[config.mk]
export PLATFORM = sky130hd
export DESIGN_NAME = inv_trans_divider
export DESIGN_NICKNAME = d
export VERILOG_FILES = /design/src/rtl/inv_trans_divider.sv
export SDC_FILE = /design/constraint.sdc
export NUM_CORES = 1
export LEC_CHECK = 0
export BUFFER_PORTS_ARGS = -buffer_cell sky130_fd_sc_hd__buf_2
export CAP_MARGIN = 30
export CORE_MARGIN = 1
export CORE_UTILIZATION = 60
export CTS_BUF_LIST = sky130_fd_sc_hd__clkbuf_2 sky130_fd_sc_hd__clkbuf_4 sky130_fd_sc_hd__clkbuf_8
export CTS_CLUSTER_DIAMETER = 120
export DETAILED_ROUTE_END_ITERATION = 6
export MAX_ROUTING_LAYER = met4
export PLACE_DENSITY = 0.9
export SYNTH_ARGS = -nofsm -noshare
export SYNTH_HDL_FRONTEND = slang
export SYNTH_SLANG_ARGS = --single-unit
[constraint.sdc]
create_clock -name clk -period 5.1 [get_ports clk]
set_input_delay 1.53 -clock clk [delete_from_list [all_inputs] [get_ports clk]]
set_output_delay 1.53 -clock clk [all_outputs]
set_load 0.02 [all_outputs]
[src/rtl/inv_trans_divider.sv]
// Iterative restoring divider producing 1/t (Q2.6) from a Q0.8 transmission, one quotient bit per clock.
// Optional round-to-nearest is enabled by defining INV_TRANS_ROUND_EN; otherwise the result is truncated.
module inv_trans_divider #(
    parameter int unsigned T_MIN = 64
) (
    input  logic       clk,
    input  logic       rst,
    input  logic [7:0] trans_in,
    input  logic       in_valid,
    output logic       in_ready,
    output logic [7:0] inv_trans,
    output logic       out_valid,
    input  logic       out_ready,
    output logic       clamp_flag,
    output logic       busy
);

    typedef enum logic [1:0] {
        IDLE,
        CALC,
        DONE
    } state_t;

    state_t      state_q, state_d;
    logic [7:0]  teff_q, teff_d;
    logic        clamp_q, clamp_d;
    logic [15:0] rem_q, rem_d;
    logic [14:0] quo_q, quo_d;
    logic [3:0]  cnt_q, cnt_d;
    logic [7:0]  inv_q, inv_d;

    logic [7:0]  tMin;
    logic        needClamp;
    logic [15:0] remShift;
    logic        take;
    logic [15:0] remNext;
    logic [14:0] quoNext;
    logic [15:0] quoFinal;
    logic [7:0]  resultSat;

    assign tMin      = T_MIN[7:0];
    assign needClamp = (trans_in < tMin);

    // The dividend is 2^14, so the only bit shifted in is a one on the first step.
    // A bit falling out of the remainder top means the shifted value already exceeds t_eff.
    assign remShift = {rem_q[14:0], (cnt_q == 4'd14)};
    assign take     = rem_q[15] | (remShift >= {8'b0, teff_q});
    assign remNext  = take ? (remShift - {8'b0, teff_q}) : remShift;
    assign quoNext  = quo_q | ({14'b0, take} << cnt_q);

`ifdef INV_TRANS_ROUND_EN
    logic roundUp;
    assign roundUp  = ({remNext, 1'b0} >= {9'b0, teff_q});
    assign quoFinal = {1'b0, quoNext} + {15'b0, roundUp};
`else
    assign quoFinal = {1'b0, quoNext};
`endif

    assign resultSat = ((teff_q == 8'd0) || (quoFinal > 16'd255)) ? 8'hFF : quoFinal[7:0];

    always_ff @(posedge clk or posedge rst) begin
        if (rst) begin
            state_q <= IDLE;
            teff_q  <= 8'd0;
            clamp_q <= 1'b0;
            rem_q   <= 16'd0;
            quo_q   <= 15'd0;
            cnt_q   <= 4'd0;
            inv_q   <= 8'd0;
        end else begin
            state_q <= state_d;
            teff_q  <= teff_d;
            clamp_q <= clamp_d;
            rem_q   <= rem_d;
            quo_q   <= quo_d;
            cnt_q   <= cnt_d;
            inv_q   <= inv_d;
        end
    end

    always_comb begin
        state_d = state_q;
        teff_d  = teff_q;
        clamp_d = clamp_q;
        rem_d   = rem_q;
        quo_d   = quo_q;
        cnt_d   = cnt_q;
        inv_d   = inv_q;
        case (state_q)
            IDLE: begin
                if (in_valid) begin
                    teff_d  = needClamp ? tMin : trans_in;
                    clamp_d = needClamp;
                    rem_d   = 16'd0;
                    quo_d   = 15'd0;
                    cnt_d   = 4'd14;
                    state_d = CALC;
                end
            end
            CALC: begin
                rem_d = remNext;
                quo_d = quoNext;
                cnt_d = cnt_q - 4'd1;
                if (cnt_q == 4'd0) begin
                    cnt_d   = 4'd0;
                    inv_d   = resultSat;
                    state_d = DONE;
                end
            end
            DONE: begin
                if (out_ready) begin
                    state_d = IDLE;
                end
            end
            default: state_d = IDLE;
        endcase
    end

    assign in_ready   = (state_q == IDLE);
    assign out_valid  = (state_q == DONE);
    assign busy       = (state_q != IDLE);
    assign inv_trans  = inv_q;
    assign clamp_flag = clamp_q;

endmodule

==> results_dict.tcl, run 1 <==
set metrics [dict create \
    cpLargestDelayFamily "simple AND/OR/NAND/NOR gates" \
    vias 2290 \
    sw_frac_of_total_pct 45.1 \
    grt_pass1_wl_mm 10.1 \
    timing.fmax_mhz 319 \
    area_growth_pct 8.80 \
    setup_violations 0 \
    min_from "clamp_flag" \
    required_ns 5.33 \
    rows 24 \
    postSynthAreaPerCell_um2 9.51 \
    met2_length_mm 2.83 \
    io-pin-count 24 \
    r2r_end "rem_q[11]" \
    crit_slowest_cell "a2111oi_4" \
    cts_sinks 54 \
    synth_edf_count 0 \
    pre_cts_ws_ns 2.02 \
    hold_path_class "reg -> reg" \
    fin_area_um2 3090 \
    drv_cap 0 \
    r2r_start "cnt_q[1]" \
    post-route-util_pct 69.6 \
    critPathBufInv 0 \
    die_w_um 70.8 \
    ys_warn_count 0 \
    async_flop_share_pct 100 \
    hpwl_mm 4.10 \
    grt_start_max_net_pins 40 \
    min_to "clamp_flag" \
    synth_ff_type "dfrtp_1" \
    layout_setup_ws_ns 1.96 \
    synth-seq-cells 54 \
    placed_cell_area_um2 2970 \
    nNetsFinal 335 \
    post-cts-setup-buffers 0 \
    rsz0062_at_grt "no" \
    drive_gt1_share_pct 14.0 \
    clk_latency_ns 0.31 \
    cts_buffers 5 \
    p_leak_nw 1.32 \
    dr.pass1.iters 7 \
    regToRegSetupSlack_ns 1.96 \
    synth_sequential_area_ratio_pct 47.5 \
    p_comb_share_pct 52.7 \
    met1_length_mm 2.67 \
    syn_nets 320 \
    yosysTopAreaCellShare_pct 47.5 \
    maxSlewHeadroom_pct 37.8 \
    finalWirelength_mm 5.88 \
    cts_root_buf "clkbuf_8" \
    p_total_mw 2.28 \
    synth_area_um2 2840 \
    internal_power_mw 1.25 \
    switchingPower_mw 1.03 \
    reg2regPathDepth 10 \
    fp.dieH_um 70.8 \
    dp_cells 359 \
    cts_hold_buf 0 \
    crit_path_end_kind "flop" \
    grt.overflow.total 0 \
    hold_viol_final 0 \
    routedWlPerCell_um 16.0 \
    clockPowerShare_pct 13.5 \
    clk_pin_slew_worst_paths_ns 0.10 \
    crit_type "reg -> reg" \
    final_max_slew_viol_count 0 \
    irDropWorstVdd_uv 491 \
    gr-usage-all-layers_pct 26.3 \
    fin_worst_skew_ns 0.00768 \
    port_buffers 23 \
    yosys.area.top_type "dfrtp_1" \
    p_per_area_nw_per_um2 739 \
    htree_num_levels 2 \
    tightest_slew_ns 0.932 \
    worst-path-max-fanout 7 \
    hold_depth 2 \
    initial_core_util_pct 64.0 \
    finalCritPeriodShare_pct 61.5 \
    drc 0 \
    fin_tns_setup_ns 0 \
    gp_congestion 0.912 \
    cts_resized 0 \
    final_cell_count_no_fill 367 \
    pwr-share-seq_pct 33.8 \
    core_um2 4440 \
    viasPerCell 6.24 \
    yosys-top-cells-area "dfrtp_1 (48%), nand3_1 (4.6%), nor2_1 (4.0%)" \
    syn_inst 299 \
    whs_ns 0.489 \
    cts_tree "done" \
    final_common_cell "dfrtp_1" \
    fin_crit_ns 3.14 \
    status "finished clean" \
    antenna_found_initial 0 \
    dieArea_um2 5020 \
    startpoint_type "flop" \
    wl_met3_um 279 \
    drt_iter0_drc 184 \
    grt_pass1_vias 2163 \
    synth_cell_type_count 52 \
    cts_buffer_depth 2 \
    diodes 0 \
    path_cells "nor2b_1, nand3_1, ha_1, fa_1, nand2b_1, a211oi_1, nor3_2, a2111oi_4, nand4b_1, o211ai_1" \
    topRoutingLayerUsed "met4" \
    cp.arrival_ns 3.37 \
    cpPeakStageDelay_ns 0.51 \
    antenna_left 0 \
    final_cell_mix "dfrtp_1 (54), nor2_1 (30), nand3_1 (26)" \
]
==> area by class of cell <==
class                           count  area [um^2]
Timing Repair Buffer               25          143
Tap cell                           52         65.1
Fill cell                         332         1350
Clock inverter                      2         38.8
Inverter                           12         45.0
Sequential cell                    54         1350
Multi-Input combinational cell    216         1370
Clock buffer                        6         82.6
==> cell usage after synthesis, drive strengths merged, types with 2 or more instances <==
| master | number |
|---|---|
| or4 | 3 |
| nor4 | 5 |
| buf | 2 |
| a21oi | 11 |
| dfrtp | 54 |
| nor2b | 7 |
| nor3 | 6 |
| and3 | 2 |
| o21ai | 28 |
| o21a | 2 |
| nand2b | 3 |
| a41oi | 3 |
| nor2 | 32 |
| xnor2 | 6 |
| o31a | 2 |
| and2 | 2 |
| ha | 8 |
| a211oi | 3 |
| nand4 | 3 |
| nand3 | 26 |
| inv | 12 |
| or3 | 4 |
| clkbuf | 15 |
| o211ai | 3 |
| o22a | 7 |
| nand2 | 19 |
| a2111oi | 2 |
| a31oi | 13 |
| o31ai | 2 |
==> sequential cells by signal, indices dropped and copies added (netlist names) <==
register    cells
rem_q          16
quo_q          15
inv_trans       8
teff_q          8
cnt_q           4
state_q         2
clamp_flag      1
==> kinds of logic after synthesis <==
logic type	after synthesis	synth area share [%]
AOI/OAI and AO/OA	82	19.9
xor gates and xnor gates	7	2.16
adders and majority gates	9	4.23
buffers and inverters	29	4.36
DFF	54	47.5
muxes	1	0.396
and+or+nand+nor	117	21.5
==> tightest hold or removal path: cells and delay by family, from the launching register on <==
| kind | cells | cell delay (ns) |
|---|---|---|
| AO/OA/AOI/OAI | 1 | 0.06 |
| flip-flops | 1 | 0.35 |
| AND/OR/NAND/NOR | 1 | 0.04 |
==> power groups by stage <==
stage	combinational, mW	clock, mW	sequential (mW)
final	1.20	0.309	0.772
after global routing	1.34	0.328	0.795
after CTS	1.20	0.311	0.768
after detailed placement	1.18	0	0.777
after global placement	1.13	0	0.765
after floorplan	0.976	0	0.737
==> how the worst max path moves through the flow <==
stage / start / endpoint / slack (ns) / cells after the start
5_1_grt: cnt_q[1] / rem_q[11] / 1.73 / 10
2_1_floorplan: rst / clamp_flag / 2.26 / 1
3_5_place_dp: cnt_q[0] / rem_q[11] / 2.02 / 10
3_3_place_gp: cnt_q[0] / rem_q[9] / 2.13 / 10
4_1_cts: cnt_q[1] / rem_q[11] / 1.99 / 10
6_report: cnt_q[1] / rem_q[11] / 1.96 / 10
==> layer usage <==
| layer | global-route usage [%] | up-vias |
|---|---|---|
| li1 | - | 1118 |
| met1 | 34.5 | 1097 |
| met2 | 41.8 | 64 |
| met3 | 3.99 | 11 |
| met4 | 10.0 | 0 |
| met5 | - | - |
(Power assumes the default switching activity.)
==> run 2: changes to the inputs <==
CORE_UTILIZATION = 56   (was 60)
PLACE_DENSITY = 0.88   (was 0.9)
clock period = 2.7 ns   (was 5.1 ns; I/O delays follow)
==> results_dict.tcl, run 2 (same netlist as run 1, synthesis figures left out) <==
set metrics [dict create \
    diodes 0 \
    min_from "inv_trans[0]" \
    p_total_mw 4.68 \
    irDropWorstVdd_uv 1080 \
    dieArea_um2 5370 \
    final_cell_mix "dfrtp_1 (54), nor2_1 (30), nand3_1 (26)" \
    top_regs "rem_q x16, quo_q x15" \
    status "finished clean" \
    r2r_start "cnt_q[1]" \
    largest_register_ffs 16 \
    p_per_area_nw_per_um2 1410 \
    cts_sinks 54 \
    crit_start "cnt_q[1]" \
    cp.arrival_ns 2.85 \
    final_max_slew_viol_count 0 \
    drive_gt1_share_pct 21.2 \
    timing.fmax_mhz 384 \
    drv_cap 0 \
    die_w_um 73.3 \
    crit_slowest_cell "or3_4" \
    crit_type "reg -> reg" \
    gp_congestion 0.962 \
    fp.dieH_um 73.3 \
    worst-path-max-fanout 3 \
    top_register "rem_q" \
    initial_core_util_pct 59.0 \
    rows 25 \
    reg2regPathDepth 11 \
    clk_pin_slew_worst_paths_ns 0.11 \
    p_leak_nw 1.42 \
    final_common_cell "dfrtp_1" \
    core_um2 4820 \
    cts_root_buf "clkbuf_8" \
    maxSlewHeadroom_pct 44.1 \
    grt.overflow.total 0 \
    area_growth_pct 16.4 \
    required_ns 2.95 \
    port_buffers 23 \
    drc 0 \
    hpwl_mm 4.37 \
    gr-usage-all-layers_pct 26.9 \
    cts_buffer_depth 2 \
    hold_viol_final 0 \
    cts_tree "done" \
    grt_start_max_net_pins 35 \
    cpPeakStageDelay_ns 0.40 \
    finalCritPeriodShare_pct 96.5 \
    startpoint_type "flop" \
    htree_num_levels 2 \
    tightest_slew_ns 0.837 \
    hold_path_class "reg -> reg" \
    cts_buffers 5 \
    regToRegSetupSlack_ns 0.09 \
    nNetsFinal 355 \
    min_to "inv_trans[0]" \
    cts_hold_buf 0 \
    fin_crit_ns 2.61 \
    viasPerCell 6.02 \
    dr.pass1.iters 4 \
    finalWirelength_mm 6.41 \
    grt_pass1_wl_mm 10.6 \
    routedWlPerCell_um 15.9 \
    grt_pass1_vias 2273 \
    vias 2421 \
    antenna_left 0 \
    setup_violations 0 \
    antenna_found_initial 0 \
    crit_path_end_kind "flop" \
    io-pin-count 24 \
    post-route-util_pct 68.7 \
    r2r_end "rem_q[0]" \
    path_cells "nor2b_2, nand3_1, ha_2, fa_2, nand2b_4, a211oi_4, or3_4, nor3_4, buf_4, mux2_1, o21ai_1" \
    hold_depth 1 \
    clk_latency_ns 0.31 \
    drt_iter0_drc 311 \
    fin_worst_skew_ns 0.0140 \
]
## run 2: cell count changes in the layout (fill, tap and decap cells not counted), sizes merged
cell,previous run,this run
clkinv,0,1
buf,25,45
clkbuf,6,5
## run 2: final cells by class
cell class | instances | area [um^2]
Clock buffer | 5 | 68.8
Clock inverter | 3 | 47.5
Fill cell | 385 | 1510
Inverter | 12 | 45.0
Multi-Input combinational cell | 216 | 1410
Sequential cell | 54 | 1350
Tap cell | 67 | 83.8
Timing Repair Buffer | 45 | 305
## run 2: repair_timing
item | 4_1_cts | 5_1_grt
buffers inserted | 2 | 6
pin swaps | 4 | 3
resized for setup | 2 | 5
setup endpoints to repair | 19 | 20
hold endpoints to repair | 0 | 0
## run 2: per-stage QoR
stage | hold slack (ns) | setup slack [ns] | setup TNS [ns] | instance area, um^2 | cells
after floorplan | 0.461 | 0.0289 | 0 | 2850 | 299
after global placement | 0.457 | 0.0269 | 0 | 3080 | 386
after detailed placement | 0.486 | -0.101 | -0.853 | 3080 | 386
after CTS | 0.510 | 0.000710 | 0 | 3240 | 396
after global routing | 0.523 | -0.0405 | -0.0920 | 3310 | 402
final | 0.504 | 0.0941 | 0 | 3310 | 402
## run 2: how the worst max path moves through the flow
stage,to,slack (ns),depth (start not counted)
final,rem_q[0],0.09,11
after global routing,rem_q[0],-0.04,11
after CTS,rem_q[9],0.0007,10
after detailed placement,quo_q[14],-0.10,11
after global placement,quo_q[12],0.03,11
after floorplan,rem_q[9],0.03,10
## run 2: worst max-delay path, delay by kind of cell (launching register included)
kind            cells  cell delay, ns
flops               1            0.39
fa+ha+maj           2            0.43
simple gates        5            1.04
compound gates      2            0.19
mux                 1            0.33
buf+inv             1            0.16
## run 2: routing by layer
metal | GRT usage, % | part of all wire (%) | up-vias
met4 | 5.88 | 0.83 | 0
li1 | - | - | 1159
met2 | 45.6 | 52 | 70
met3 | 6.04 | 4.3 | 4
met1 | 33.1 | 42 | 1188
met5 | - | 0 | -
## run 2: report_power, final
| group | leakage [nW] | internal, mW | total [mW] | switching (mW) |
|---|---|---|---|---|
| clock | 0.0587 | 0.281 | 0.554 | 0.272 |
| sequential | 0.645 | 1.15 | 1.43 | 0.279 |
| combinational | 0.718 | 1.18 | 2.69 | 1.51 |
| total | 1.42 | 2.61 | 4.68 | 2.06 |
==> run 3: changes to the inputs <==
CORE_UTILIZATION = 35   (was 56)
PLACE_DENSITY = 0.63   (was 0.88)
==> results_dict.tcl, run 3 (same netlist as run 1, synthesis figures left out) <==
set metrics [dict create \
    largest_register_ffs 16 \
    hold_viol_final 0 \
    die_w_um 92.1 \
    gp_congestion 0.839 \
    final_max_slew_viol_count 0 \
    status "finished clean" \
    final_cell_count_no_fill 435 \
    grt_pass1_wl_mm 10.8 \
    htree_num_levels 2 \
    vias 2340 \
    grt_start_max_net_pins 55 \
    min_to "clamp_flag" \
    path_cells "nor2b_2, nand3_1, ha_2, fa_2, nand2b_4, a211oi_4, nor3_2, a2111oi_4, buf_4, xnor2_1, o21ai_1" \
    cts_hold_buf 0 \
    antenna_left 0 \
    r2r_start "cnt_q[0]" \
    cp.arrival_ns 2.77 \
    p_leak_nw 1.39 \
    grt_pass1_vias 2259 \
    dp_cells 421 \
    maxSlewHeadroom_pct 54.4 \
    area_growth_pct 16.3 \
    fp.dieH_um 92.1 \
    antenna_found_initial 0 \
    gr-usage-all-layers_pct 16.5 \
    io-pin-count 24 \
    cts_buffer_depth 2 \
    hpwl_mm 4.39 \
    min_from "clamp_flag" \
    fin_crit_ns 2.57 \
    cpPeakStageDelay_ns 0.40 \
    top_register "rem_q" \
    crit_path_end_kind "flop" \
    drt_iter0_drc 112 \
    top_regs "rem_q x16, quo_q x15" \
    drc 0 \
    initial_core_util_pct 36.4 \
    diodes 0 \
    hold_path_class "reg -> reg" \
    r2r_end "rem_q[9]" \
    timing.fmax_mhz 390 \
    p_total_mw 4.56 \
    crit_slowest_cell "dfrtp_1" \
    startpoint_type "flop" \
    finalCritPeriodShare_pct 95.0 \
    grt.overflow.total 0 \
    cts_root_buf "clkbuf_8" \
    drv_cap 0 \
    dr.pass1.iters 4 \
    cts_sinks 54 \
    viasPerCell 5.38 \
    cts_buffers 5 \
    required_ns 2.90 \
    p_per_area_nw_per_um2 1380 \
    routedWlPerCell_um 14.6 \
    nNetsFinal 353 \
    core_um2 7810 \
    port_buffers 23 \
    clk_pin_slew_worst_paths_ns 0.10 \
    critPathBufInv 1 \
    hold_depth 2 \
    cpLargestDelayFamily "compound AO/OA/AOI/OAI gates" \
    setup_violations 0 \
    clk_latency_ns 0.32 \
    rows 32 \
    final_common_cell "dfrtp_1" \
    post-route-util_pct 42.4 \
    dieArea_um2 8490 \
    tightest_slew_ns 0.684 \
    final_cell_mix "dfrtp_1 (54), nor2_1 (30), nand3_1 (26)" \
    nFillCells 777 \
    finalWirelength_mm 6.36 \
    irDropWorstVdd_uv 670 \
    cts_tree "done" \
    drive_gt1_share_pct 20.7 \
    fin_tns_setup_ns 0 \
    worst-path-max-fanout 3 \
    reg2regPathDepth 11 \
    fin_worst_skew_ns 0.00507 \
    crit_type "reg -> reg" \
    regToRegSetupSlack_ns 0.13 \
]
## run 3: metal layers
layer / vias to the layer above / global-route usage [%] / wire, um
li1: 1146 / - / -
met1: 1132 / 22.0 / 3050
met2: 50 / 25.4 / 2920
met3: 12 / 2.82 / 288
met4: 0 / 5.47 / 108
met5: - / - / 0
## run 3: power by group
part / switching, mW / total, mW / internal (mW)
clock: 0.282 / 0.494 / 0.212
combinational: 1.48 / 2.65 / 1.17
sequential: 0.262 / 1.42 / 1.15
total: 2.02 / 4.56 / 2.54
## run 3: worst reg2reg max path, stage by stage (launching register included)
cell	delay [ns]
dfrtp_1	0.40
nor2b_2	0.13
nand3_1	0.12
ha_2	0.21
fa_2	0.35
nand2b_4	0.17
a211oi_4	0.27
nor3_2	0.10
a2111oi_4	0.33
buf_4	0.19
xnor2_1	0.12
o21ai_1	0.07
## run 3: how the worst max path moves through the flow
stage / startpoint / to / slack, ns / cells past startpoint
finish: cnt_q[0] / rem_q[9] / 0.13 / 11
CTS: cnt_q[1] / rem_q[0] / 0.009 / 10
floorplan: cnt_q[0] / rem_q[9] / 0.03 / 10
detailed placement: cnt_q[0] / quo_q[13] / -0.02 / 11
global placement: cnt_q[0] / rem_q[9] / 0.03 / 10
global route: cnt_q[0] / rem_q[9] / -0.03 / 11
## run 3: what timing repair did
item | in CTS | in global routing
setup buffers | 2 | 4
setup endpoints to repair | 7 | 28
pin swaps | 1 | 4
resized for setup | 1 | 6
## run 3: metrics by stage
stage	hold WS, ns	cell area (um^2)	setup WS [ns]
after detailed placement	0.483	3110	-0.0185
after global placement	0.466	3110	0.0266
after CTS	0.507	3230	0.00904
after floorplan	0.461	2850	0.0289
final	0.502	3310	0.134
after global routing	0.531	3310	-0.0281
## run 3: final cells by class
| class | instances | area, um^2 | share of cell area (%) |
|---|---|---|---|
| Clock buffer | 6 | 82.6 | 2.50 |
| Clock inverter | 2 | 16.3 | 0.492 |
| Inverter | 12 | 45.0 | 1.36 |
| Multi-Input combinational cell | 216 | 1410 | 42.5 |
| Sequential cell | 54 | 1350 | 40.9 |
| Tap cell | 102 | 128 | 3.86 |
| Timing Repair Buffer | 43 | 278 | 8.40 |
